$ cat src/rtl/spi_tx_arbiter.sv
// spi_tx_arbiter: frame-level round-robin scheduler that shares one SPI mode-0
// transmitter between two TX FIFOs, framing each burst with chip select.
module spi_tx_arbiter #(
    parameter int unsigned DATA_WIDTH      = 16,
    parameter int unsigned WORDS_PER_FRAME = 4,
    parameter int unsigned CLK_DIV         = 2,
    parameter int unsigned GAP_CYCLES      = 4
) (
    input  logic                  clock,
    input  logic                  reset,
    input  logic                  enable,
    input  logic [1:0]            src_empty,
    input  logic [DATA_WIDTH-1:0] src_data0,
    input  logic [DATA_WIDTH-1:0] src_data1,
    output logic [1:0]            src_rd,
    output logic                  spi_cs_n,
    output logic                  spi_sck,
    output logic                  spi_mosi,
    output logic [1:0]            grant,
    output logic                  busy,
    output logic                  frame_done
);
    localparam int unsigned CDW = $clog2(CLK_DIV + 1);
    localparam int unsigned BW  = $clog2(DATA_WIDTH + 1);
    localparam int unsigned WW  = $clog2(WORDS_PER_FRAME + 1);
    localparam int unsigned GW  = $clog2(GAP_CYCLES + 1);

    typedef enum logic [2:0] {IDLE, READ, LOAD, SHIFT, GAP} state_t;

    state_t                state, state_nx;
    logic [DATA_WIDTH-1:0] shreg, shreg_nx;
    logic [CDW-1:0]        div_cnt, div_cnt_nx;
    logic [BW-1:0]         bit_cnt, bit_cnt_nx;
    logic [WW-1:0]         word_cnt, word_cnt_nx, word_inc;
    logic [GW-1:0]         gap_cnt, gap_cnt_nx;
    logic                  rr_ptr, rr_ptr_nx;
    logic [1:0]            src_rd_nx, grant_nx, start_grant;
    logic                  cs_n_nx, sck_nx, mosi_nx, frame_done_nx;
    logic                  g_idx, start_ok, pick_ptr, pick, launch;
    logic [DATA_WIDTH-1:0] src_data_g;

    assign g_idx      = grant[1];
    assign src_data_g = g_idx ? src_data1 : src_data0;
    assign busy       = (state != IDLE);
    assign word_inc   = word_cnt + WW'(1);

    // Channel choice; during GAP the pointer it will hold after exit is used.
    always_comb begin
        start_ok = enable && (src_empty != 2'b11);
        pick_ptr = (state == GAP) ? ~g_idx : rr_ptr;
        if (src_empty == 2'b00) pick = pick_ptr;
        else                    pick = src_empty[0];
        start_grant = pick ? 2'b10 : 2'b01;
    end

    always_ff @(posedge clock) begin
        if (reset) begin
            state      <= IDLE;
            shreg      <= '0;
            div_cnt    <= '0;
            bit_cnt    <= '0;
            word_cnt   <= '0;
            gap_cnt    <= '0;
            rr_ptr     <= 1'b0;
            src_rd     <= '0;
            grant      <= '0;
            spi_cs_n   <= 1'b1;
            spi_sck    <= 1'b0;
            spi_mosi   <= 1'b0;
            frame_done <= 1'b0;
        end else begin
            state      <= state_nx;
            shreg      <= shreg_nx;
            div_cnt    <= div_cnt_nx;
            bit_cnt    <= bit_cnt_nx;
            word_cnt   <= word_cnt_nx;
            gap_cnt    <= gap_cnt_nx;
            rr_ptr     <= rr_ptr_nx;
            src_rd     <= src_rd_nx;
            grant      <= grant_nx;
            spi_cs_n   <= cs_n_nx;
            spi_sck    <= sck_nx;
            spi_mosi   <= mosi_nx;
            frame_done <= frame_done_nx;
        end
    end

    always_comb begin
        state_nx      = state;
        shreg_nx      = shreg;
        div_cnt_nx    = div_cnt;
        bit_cnt_nx    = bit_cnt;
        word_cnt_nx   = word_cnt;
        gap_cnt_nx    = gap_cnt;
        rr_ptr_nx     = rr_ptr;
        src_rd_nx     = '0;
        grant_nx      = grant;
        cs_n_nx       = spi_cs_n;
        sck_nx        = spi_sck;
        mosi_nx       = spi_mosi;
        frame_done_nx = 1'b0;
        launch        = 1'b0;

        case (state)
            IDLE: launch = start_ok;
            READ: state_nx = LOAD;
            LOAD: begin
                shreg_nx   = src_data_g;
                mosi_nx    = src_data_g[DATA_WIDTH-1];
                bit_cnt_nx = '0;
                div_cnt_nx = '0;
                sck_nx     = 1'b0;
                state_nx   = SHIFT;
            end
            SHIFT: begin
                if (div_cnt == CDW'(CLK_DIV - 1)) begin
                    div_cnt_nx = '0;
                    if (!spi_sck) begin
                        sck_nx = 1'b1;
                    end else begin
                        sck_nx     = 1'b0;
                        shreg_nx   = shreg << 1;
                        mosi_nx    = shreg[DATA_WIDTH-2];
                        bit_cnt_nx = bit_cnt + BW'(1);
                        if (bit_cnt == BW'(DATA_WIDTH - 1)) begin
                            word_cnt_nx = word_inc;
                            if (word_inc < WW'(WORDS_PER_FRAME) && !src_empty[g_idx]) begin
                                state_nx  = READ;
                                src_rd_nx = grant;
                            end else begin
                                state_nx      = GAP;
                                cs_n_nx       = 1'b1;
                                frame_done_nx = 1'b1;
                                gap_cnt_nx    = '0;
                            end
                        end
                    end
                end else begin
                    div_cnt_nx = div_cnt + CDW'(1);
                end
            end
            GAP: begin
                if (gap_cnt == GW'(GAP_CYCLES - 1)) begin
                    rr_ptr_nx = ~g_idx;
                    // Starting straight from the last GAP cycle keeps the
                    // CS-high time at exactly GAP_CYCLES for back-to-back frames.
                    if (start_ok) begin
                        launch = 1'b1;
                    end else begin
                        state_nx = IDLE;
                        grant_nx = '0;
                    end
                end else begin
                    gap_cnt_nx = gap_cnt + GW'(1);
                end
            end
            default: state_nx = IDLE;
        endcase

        if (launch) begin
            state_nx    = READ;
            grant_nx    = start_grant;
            cs_n_nx     = 1'b0;
            src_rd_nx   = start_grant;
            word_cnt_nx = '0;
        end
    end
endmodule

$ cat config.mk
export PLATFORM = sky130hd
export DESIGN_NAME = spi_tx_arbiter
export DESIGN_NICKNAME = d
export VERILOG_FILES = /design/src/rtl/spi_tx_arbiter.sv
export SDC_FILE = /design/constraint.sdc
export NUM_CORES = 1
export LEC_CHECK = 0
export ABC_AREA = 1
export CAP_MARGIN = 20
export CORE_MARGIN = 3
export CORE_UTILIZATION = 46
export CTS_CLUSTER_SIZE = 8
export DETAILED_ROUTE_END_ITERATION = 8
export GPL_TIMING_DRIVEN = 0
export HOLD_SLACK_MARGIN = 0.06
export PLACE_DENSITY = 0.81
export SLEW_MARGIN = 10
export SYNTH_ARGS = -nofsm -noshare
export SYNTH_HDL_FRONTEND = slang
export SYNTH_SLANG_ARGS = --single-unit
$ cat constraint.sdc
create_clock -name clock -period 1.5 [get_ports clock]
set_input_delay 0.375 -clock clock [delete_from_list [all_inputs] [get_ports clock]]
set_output_delay 0.375 -clock clock [all_outputs]
set_load 0.05 [all_outputs]
### Yosys cells after proc, flatten, opt, wreduce, memory -nomap -nowiden

Index checks and enable logic that the tools add are counted.

* add/sub/neg operators: 4
* bitwise logic cells: 6
* multipliers: 0
* muxes and demuxes: 54
* equal/unequal tests: 23
* shift-type cells: 0
* divide/modulo/power cells: 0
* $lt $le $gt $ge: 2
* reduce and logical (&&, ||, !) cells: 25

Operators by type and width (count)
* two-way mux 3 bit: 11
* two-way mux 15 bit: 2
* one-hot mux 15 bit (2 select lines): 1
* two-way mux 2 bit: 12
* two-way mux 1 bit: 18
* != test 2 bit, second input constant: 9
* AND reduction 6 bit: 3
* two-way mux 16 bit: 1
* nonzero test 2 bit: 8
* one-hot mux 3 bit (5 select lines): 1
* != test 3 bit, second input constant: 4
* two-way mux 5 bit: 2
* one-hot mux 5 bit (2 select lines): 1
* == test 3 x 2 -> 1 bit, second input constant: 3
* adder 3 x 1 -> 3 bit, second input constant: 2
* NOT 1 bit: 6
* one-hot mux 1 bit (2 select lines): 3
* one-hot mux 3 bit (2 select lines): 1
* AND reduction 3 bit: 2
* adder 5 x 1 -> 5 bit, second input constant: 1
* == test 5 x 4 -> 1 bit, second input constant: 1
* AND reduction 5 bit: 1
* OR reduction 5 bit: 1
* != test 2 x 1 -> 1 bit, second input constant: 2
* other kinds (16): 18

* logic and storage cells: 128
* ROM bits: 0
* bits of input ports: 37
* register bits: 40
* output and inout port bits: 9
* latch bits: 0
* RAM bits: 0
* memories kept: 0

### Logic depth before layout (Yosys ltp)

Gate-level depths: netlist of run 1.

* depth in word-level cells: 10
* gate-level depth with buffers: 10
* mapped depth without buffers: 10

### Worst setup path before layout of run 1

Ideal clock, no wire load.

* path type: reg-to-reg
* start point: register bit_cnt[0]
* end point: register gap_cnt[0]
* setup slack: -116 ps
* setup time: 116 ps
* period minus slack after synthesis: 1616 ps
* path buffers: 0
* arrival: 1500 ps
* cell stages (with the launch flop): 10
* data required time: 1384 ps
* path through: dfxtp_1 > ha_1 > nand2_1 > nor2_1 > ha_1 > nand4_1 > nor2_4 > nand2_2 > a21oi_1 > nor2_1

* word-level cells in the longest chain between the ends: 3

Ends and longest elaborated chain
* start, declared: RTL line 33 `logic [BW-1:0] bit_cnt, bit_cnt_nx;`
* start signal, assigned: RTL line 75 `bit_cnt <= bit_cnt_nx;`
* == test 5 x 4 -> 1 bit: RTL line 125 `if (bit_cnt == BW'(DATA_WIDTH - 1)) begin`
* != test 2 bit (no source line)
* AND reduction 6 bit (no source line)
* end signal, assigned: RTL line 77 `gap_cnt <= gap_cnt_nx;`
* end, declared: RTL line 35 `logic [GW-1:0] gap_cnt, gap_cnt_nx;`

No other way between the ends.
A chain may end at the register's enable or synchronous reset.

### Worst setup path after layout of run 1

* start point: register bit_cnt[1]
* end point: register gap_cnt[0]

Same word-level chain as after synthesis.

==> impl_metrics.py, run 1 <==
metrics = {
    "status": {
        "status": "finished, violations left",
        "violations": "setup timing",
    },
    "timing": {
        "fin_setup_tns_ns": -1.58,
        "period_share": 1.11,
        "slew_violations": 0,
        "hold_viol": 0,
        "finClkSkew_ns": 0.00650,
        "timing.fmax_mhz": 600,
        "rsz0062_at_grt": "yes",
        "tightest_slew_ns": 0.550,
        "setup_viol_count_final": 13,
        "post-route-min-period_ns": 1.67,
        "final.setup.worst_slack_ns": -0.167,
        "slew_headroom": 0.633,
    },
    "synthesis": {
        "synth-warning-count": 0,
        "synthMuxAreaShare": 0,
        "synth_area_um2": 2160,
        "synth_top_family_by_area": "simple AND/OR/NAND/NOR gates",
        "synth_xor_area_frac": 0.00406,
        "synth.yosys.seq_area_share": 0.371,
        "synth.avg_cell_area_um2": 6.30,
        "synth_fa_ha_area_frac": 0.0290,
        "ys_types": 29,
        "synth_nets": 384,
        "synth_cells": 342,
        "synth-compound-area-share": 0.130,
        "ys_ff_latch": 40,
        "synthSimpleGateAreaFrac": 0.376,
    },
    "grt": {
        "grt_max_degree": 12,
        "grt_pass1_vias": 2140,
        "grt_pass1_wl_um": 9110,
        "gr-total-overflow": 0,
        "antenna_found_initial": 0,
        "track_usage": 0.211,
    },
    "power": {
        "p_clk_frac": 0.181,
        "power_density_nw_per_um2": 1230,
        "p_sw_uw": 1450,
        "combPwrFrac": 0.445,
        "netSwitchingFraction": 0.393,
        "seqPwrFrac": 0.374,
        "max-vdd-ir-drop_mv": 1.10,
        "p_int_uw": 2240,
        "p_leak_uw": 0.00138,
    },
    "drt": {
        "dr.first_iter.drc_count": 129,
        "wirelength_um": 5670,
        "drt.antenna.violating_nets": 0,
        "drcViolationCount": 0,
        "vias": 2291,
        "wl_per_cell_um": 12.4,
        "viasPerCell": 4.99,
        "drt_pass1_iterations": 5,
    },
    "die": {
        "chipWidth_um": 74.5,
        "core_area_um2": 4440,
        "die-area_um2": 5540,
        "num_rows": 24,
        "die_y_um": 74.5,
        "ios": 46,
        "initial_core_util": 0.485,
    },
    "place": {
        "io_buffers": 45,
        "place_area_um2": 2700,
        "gp_congestion": 0.870,
        "dp_slack_ns": -0.344,
        "dp_hpwl_um": 3920,
    },
    "layout": {
        "drive_gt1_frac": 0.192,
        "final_util": 0.675,
        "stdcell_area_um2": 3000,
        "fin_nets": 449,
        "area_growth_pct": 39.1,
        "diodes": 0,
    },
    "job": {
        "drv_cap": 0,
    },
    "clocking": {
        "cts-buffers-inserted": 5,
        "cts_tree": "yes",
        "h-tree-depth": 2,
        "clkSlewWorstSetupHoldPaths_ns": 0.07,
        "clock-root-buffer": "clkbuf_8",
        "clock-sinks": 40,
        "cts.path.max_buffers": 2,
        "clk_latency_ns": 0.29,
    },
    "setup_path": {
        "slowest_delay_ns": 0.36,
        "worst_path_most_repeated_cell": "nand2_4",
        "required_ns": 1.68,
        "worstPathCellList": "ha_4, nand2_4, nor2_2, ha_2, nand4_1, nor2_4, nand2_4, a21oi_2, nor2_1",
        "worstPathBufferInverterCount": 0,
        "path_delay_family": "simple AND/OR/NAND/NOR gates",
        "slowest_stage": "dfxtp_2",
        "crit_path_max_fanout": 8,
        "arrival_ns": 1.85,
        "endpoint_kind": "register",
        "crit_type": "reg2reg",
        "startpoint_type": "register",
    },
    "hold_path": {
        "hold_class": "reg2reg",
    },
}
[sequential cells by signal (all words and copies together), names as in the netlist]
signal and cells:
shreg 15, bit_cnt 5, gap_cnt 3, state 3
word_cnt 3, div_cnt 2, grant 2, src_rd 2
frame_done 1, rr_ptr 1, spi_cs_n 1, spi_mosi 1
spi_sck 1
[logic make-up after synthesis]
logic type / after synthesis
AO/OA/AOI/OAI: 54
XOR/XNOR: 1
adder cells (fa/ha/maj): 5
buffers and inverters: 44
flip-flops: 40
AND/OR/NAND/NOR: 198
[power by group through the flow]
stage,Clock (µW),Sequential (µW),Combinational (µW)
2_1_floorplan,0,1500,904
4_1_cts,694,1370,1450
5_1_grt,725,1410,1810
3_3_place_gp,0,1380,1400
3_5_place_dp,0,1390,1420
6_report,669,1380,1640
[worst paths after layout]
path,from,endpoint,slack (ns),cells after the start
setup / recovery,bit_cnt[1],gap_cnt[0],-0.17,9
hold / removal,shreg[9],shreg[9],0.46,2
setup reg to reg,bit_cnt[1],gap_cnt[0],-0.17,9
hold reg to reg,shreg[9],shreg[9],0.46,2
[repair_timing]
action	4_1_cts	5_1_grt
setup endpoints to repair	23	37
hold endpoints to repair	0	0
hold buffers	0	0
pin swaps	10	7
resized for setup	39	22
setup buffers	9	6
[metrics by stage]
| stage | hold slack [ns] | std cells | total power (µW) |
|---|---|---|---|
| 2_1_floorplan | 0.425 | 342 | 2400 |
| 3_3_place_gp | 0.436 | 439 | 2780 |
| 3_5_place_dp | 0.446 | 439 | 2810 |
| 4_1_cts | 0.456 | 455 | 3520 |
| 5_1_grt | 0.475 | 459 | 3950 |
| 6_report | 0.455 | 459 | 3700 |
[final cells by class]
| cell class | instances | area (µm²) |
|---|---|---|
| plain buffers | 12 | 86.3 |
| clock buffers | 6 | 72.6 |
| clock inverters | 1 | 5.00 |
| fillers | 403 | 1450 |
| inverters | 30 | 115 |
| multi-input cells | 258 | 1270 |
| flip-flops and latches | 40 | 810 |
| well taps | 52 | 65.1 |
| repair buffers | 60 | 571 |
[metal layers]
metal  vias to the layer above  track usage  wire, µm
met5                         -            0         0
met4                         0       0.0711        72
met3                         5       0.0432       282
met2                        48        0.388      2890
met1                      1034        0.239      2430
li1                       1204            -         -
[layout by cell type, fill, tap and decap left out, types with 5 or more instances in the layout]
cell type	count
o21ai_0	5
clkbuf_8	5
dfxtp_1	35
nand3_2	5
o21ai_1	25
a21oi_1	15
nor2_1	43
buf_4	15
nand3_1	7
nand2_1	123
inv_1	23
clkdlybuf4s50_1	36
[synth_stat cells]
library cell / n / area share
a211oi_1: 1 / 0.0035
a21oi_2: 1 / 0.0041
o21ai_0: 5 / 0.012
nand2_1: 126 / 0.22
nor3_2: 1 / 0.0046
nor2_4: 2 / 0.010
nand3_1: 12 / 0.028
nand2_4: 1 / 0.0052
buf_6: 1 / 0.0052
a21oi_1: 18 / 0.042
nor3_1: 1 / 0.0023
clkinv_1: 2 / 0.0035
buf_2: 6 / 0.014
a21boi_1: 1 / 0.0035
a31oi_1: 1 / 0.0029
nor3b_1: 1 / 0.0035
dfxtp_1: 40 / 0.37
inv_1: 23 / 0.040
nand4_1: 2 / 0.0058
o21ai_1: 27 / 0.063
clkbuf_1: 4 / 0.0070
inv_2: 4 / 0.0070
inv_4: 1 / 0.0029
nand2_2: 3 / 0.0087
nor2_1: 47 / 0.082
buf_4: 3 / 0.010
xnor2_1: 1 / 0.0041
nor2_2: 2 / 0.0058
ha_1: 5 / 0.029
[worst reg2reg max path, stage by stage (launching register included)]
cell and delay (ns):
dfxtp_2 0.36, ha_4 0.15, nand2_4 0.05, nor2_2 0.09, ha_2 0.19, nand4_1 0.17, nor2_4 0.22, nand2_4 0.12
a21oi_2 0.14, nor2_1 0.05
Power figures use the tool's default switching activity.
==> run 2, diff against run 1 <==
--- a/config.mk
+++ b/config.mk
@@ -8,13 +8,15 @@
 export ABC_AREA = 1
 export CAP_MARGIN = 20
 export CORE_MARGIN = 3
-export CORE_UTILIZATION = 46
+export CORE_UTILIZATION = 47
+export CTS_BUF_LIST = sky130_fd_sc_hd__clkbuf_2
 export CTS_CLUSTER_SIZE = 8
 export DETAILED_ROUTE_END_ITERATION = 8
 export GPL_TIMING_DRIVEN = 0
 export HOLD_SLACK_MARGIN = 0.06
-export PLACE_DENSITY = 0.81
+export PLACE_DENSITY = 0.83
 export SLEW_MARGIN = 10
 export SYNTH_ARGS = -nofsm -noshare
 export SYNTH_HDL_FRONTEND = slang
 export SYNTH_SLANG_ARGS = --single-unit
+export TNS_END_PERCENT = 5
==> impl_metrics.py, run 2 (synthesis results as in run 1) <==
metrics = {
    "status": {
        "status": "finished, violations left",
        "violations": "setup timing",
    },
    "timing": {
        "slew_headroom": 0.640,
        "period_share": 1.15,
        "final.setup.worst_slack_ns": -0.228,
        "timing.fmax_mhz": 579,
        "rsz0062_at_grt": "yes",
        "holdWs_ns": 0.466,
        "hold_viol": 0,
        "setup_viol_count_final": 14,
        "slew_violations": 0,
        "tightest_slew_ns": 0.539,
        "finClkSkew_ns": 0.0135,
        "post-route-min-period_ns": 1.73,
    },
    "drt": {
        "dr.first_iter.drc_count": 141,
        "viasPerCell": 5.00,
        "drt_pass1_iterations": 4,
        "drcViolationCount": 0,
        "drt.antenna.violating_nets": 0,
        "wl_per_cell_um": 11.9,
        "vias": 2274,
        "wirelength_um": 5410,
    },
    "clocking": {
        "cts.path.max_buffers": 2,
        "h-tree-depth": 2,
        "clk_latency_ns": 0.39,
        "cts_tree": "yes",
        "cts-buffers-inserted": 5,
        "clock-root-buffer": "clkbuf_2",
        "clkSlewWorstSetupHoldPaths_ns": 0.19,
        "clock-sinks": 40,
    },
    "grt": {
        "met1_usage": 0.247,
        "track_usage": 0.207,
        "grt_max_degree": 12,
        "grt_pass1_vias": 2030,
        "gr-usage-met2": 0.355,
        "gr-total-overflow": 0,
        "grtUsageMet3": 0.0506,
        "grt_pass1_wl_um": 8810,
        "antenna_found_initial": 0,
        "grt-busiest-layer": "met2",
    },
    "setup_path": {
        "slowest_stage": "dfxtp_2",
        "crit_path_max_fanout": 8,
        "worstPathBufferInverterCount": 0,
        "r2r_cells": 9,
        "path_delay_family": "simple AND/OR/NAND/NOR gates",
        "worstPathCellList": "ha_4, nand2_2, nor2_2, ha_2, nand4_1, nor2_4, nand2_4, a21boi_1, nor2_1",
        "slowest_delay_ns": 0.40,
        "r2r_slack_ns": -0.23,
        "required_ns": 1.81,
        "worstSetupPathDepth": 9,
        "endpoint_kind": "register",
        "rr_startpoint": "bit_cnt[1]",
        "arrival_ns": 2.04,
        "crit_type": "reg2reg",
        "startpoint_type": "register",
        "cp-startpoint": "bit_cnt[1]",
    },
    "die": {
        "core_area_um2": 4380,
        "die_y_um": 73.7,
        "initial_core_util": 0.492,
        "ios": 46,
        "chipWidth_um": 73.7,
        "num_rows": 24,
        "die-area_um2": 5440,
    },
    "layout": {
        "final_util": 0.656,
        "fin_nets": 445,
        "area_growth_pct": 33.3,
        "fill_cells": 402,
        "largestRegisters": "shreg (15), bit_cnt (5)",
        "final_common_cell": "nand2_1",
        "largest_reg_flops": 15,
        "top_register": "shreg",
        "diodes": 0,
        "drive_gt1_frac": 0.169,
        "final_cell_mix": "nand2_1 (122), nor2_1 (44), clkdlybuf4s50_1 (36), dfxtp_1 (35), o21ai_1 (27)",
    },
    "hold_path": {
        "hold_depth": 2,
        "worstHoldStart": "shreg[9]",
        "hold_class": "reg2reg",
    },
    "power": {
        "max-vdd-ir-drop_mv": 0.799,
        "power_density_nw_per_um2": 1170,
        "p_leak_uw": 0.00133,
    },
    "place": {
        "dp_slack_ns": -0.372,
        "io_buffers": 45,
        "gp_congestion": 0.828,
        "dp_hpwl_um": 3870,
    },
    "job": {
        "drv_cap": 0,
    },
}
run 2: final timing paths:
| kind | endpoint |
|---|---|
| min reg2reg | shreg[9] |
| min | shreg[9] |
| max | gap_cnt[1] |
| max reg2reg | gap_cnt[1] |
run 2: layer usage:
| layer | vias to the layer above | share of wire | routed length, µm |
|---|---|---|---|
| li1 | 1193 | - | - |
| met1 | 1006 | 0.43 | 2300 |
| met2 | 64 | 0.49 | 2670 |
| met3 | 11 | 0.060 | 327 |
| met4 | 0 | 0.021 | 112 |
| met5 | - | 0 | 0 |
run 2: cell type report:
class	count	area [µm²]	share of cell area
Multi-Input combinational cell	258	1250	0.435
Sequential cell	40	810	0.282
Buffer	14	111	0.0387
Clock inverter	1	5.00	0.00174
Tap cell	52	65.1	0.0226
Clock buffer	6	30.0	0.0104
Timing Repair Buffer	54	488	0.170
Inverter	30	115	0.0401
run 2: worst reg2reg max path, stage by stage, from the launching register on:
cell      delay [ns]
dfxtp_2         0.40
ha_4            0.14
nand2_2         0.06
nor2_2          0.09
ha_2            0.18
nand4_1         0.18
nor2_4          0.26
nand2_4         0.12
a21boi_1        0.16
nor2_1          0.06
run 2: power by group:
part / internal (µW) / switching (µW) / total (µW)
registers: 1260 / 124 / 1390
logic: 581 / 954 / 1530
clock network: 111 / 330 / 441
total: 1950 / 1410 / 3360
run 2: what timing repair did:
item / CTS / global route
resized for setup: 56 / 28
setup buffers: 7 / 2
endpoints found under the setup margin: 30 / 42
hold buffers: 0 / 0
pin swaps: 13 / 6
run 2: metrics by stage:
step | power (µW) | TNS, ns | instance area, µm² | std cells
4_1_cts | 3270 | -1.79 | 2800 | 453
6_report | 3360 | -2.32 | 2870 | 455
2_1_floorplan | 2400 | -0.322 | 2160 | 342
5_1_grt | 3610 | -4.33 | 2870 | 455
3_5_place_dp | 2810 | -7.14 | 2680 | 439
3_3_place_gp | 2780 | -6.51 | 2680 | 439
==> run 3, diff against run 2 <==
--- a/config.mk
+++ b/config.mk
@@ -6,7 +6,6 @@
 export NUM_CORES = 1
 export LEC_CHECK = 0
 export ABC_AREA = 1
-export CAP_MARGIN = 20
 export CORE_MARGIN = 3
 export CORE_UTILIZATION = 47
 export CTS_BUF_LIST = sky130_fd_sc_hd__clkbuf_2
==> results of run 3 <==
Final layout, timing and power as in run 2 (identical DEF).
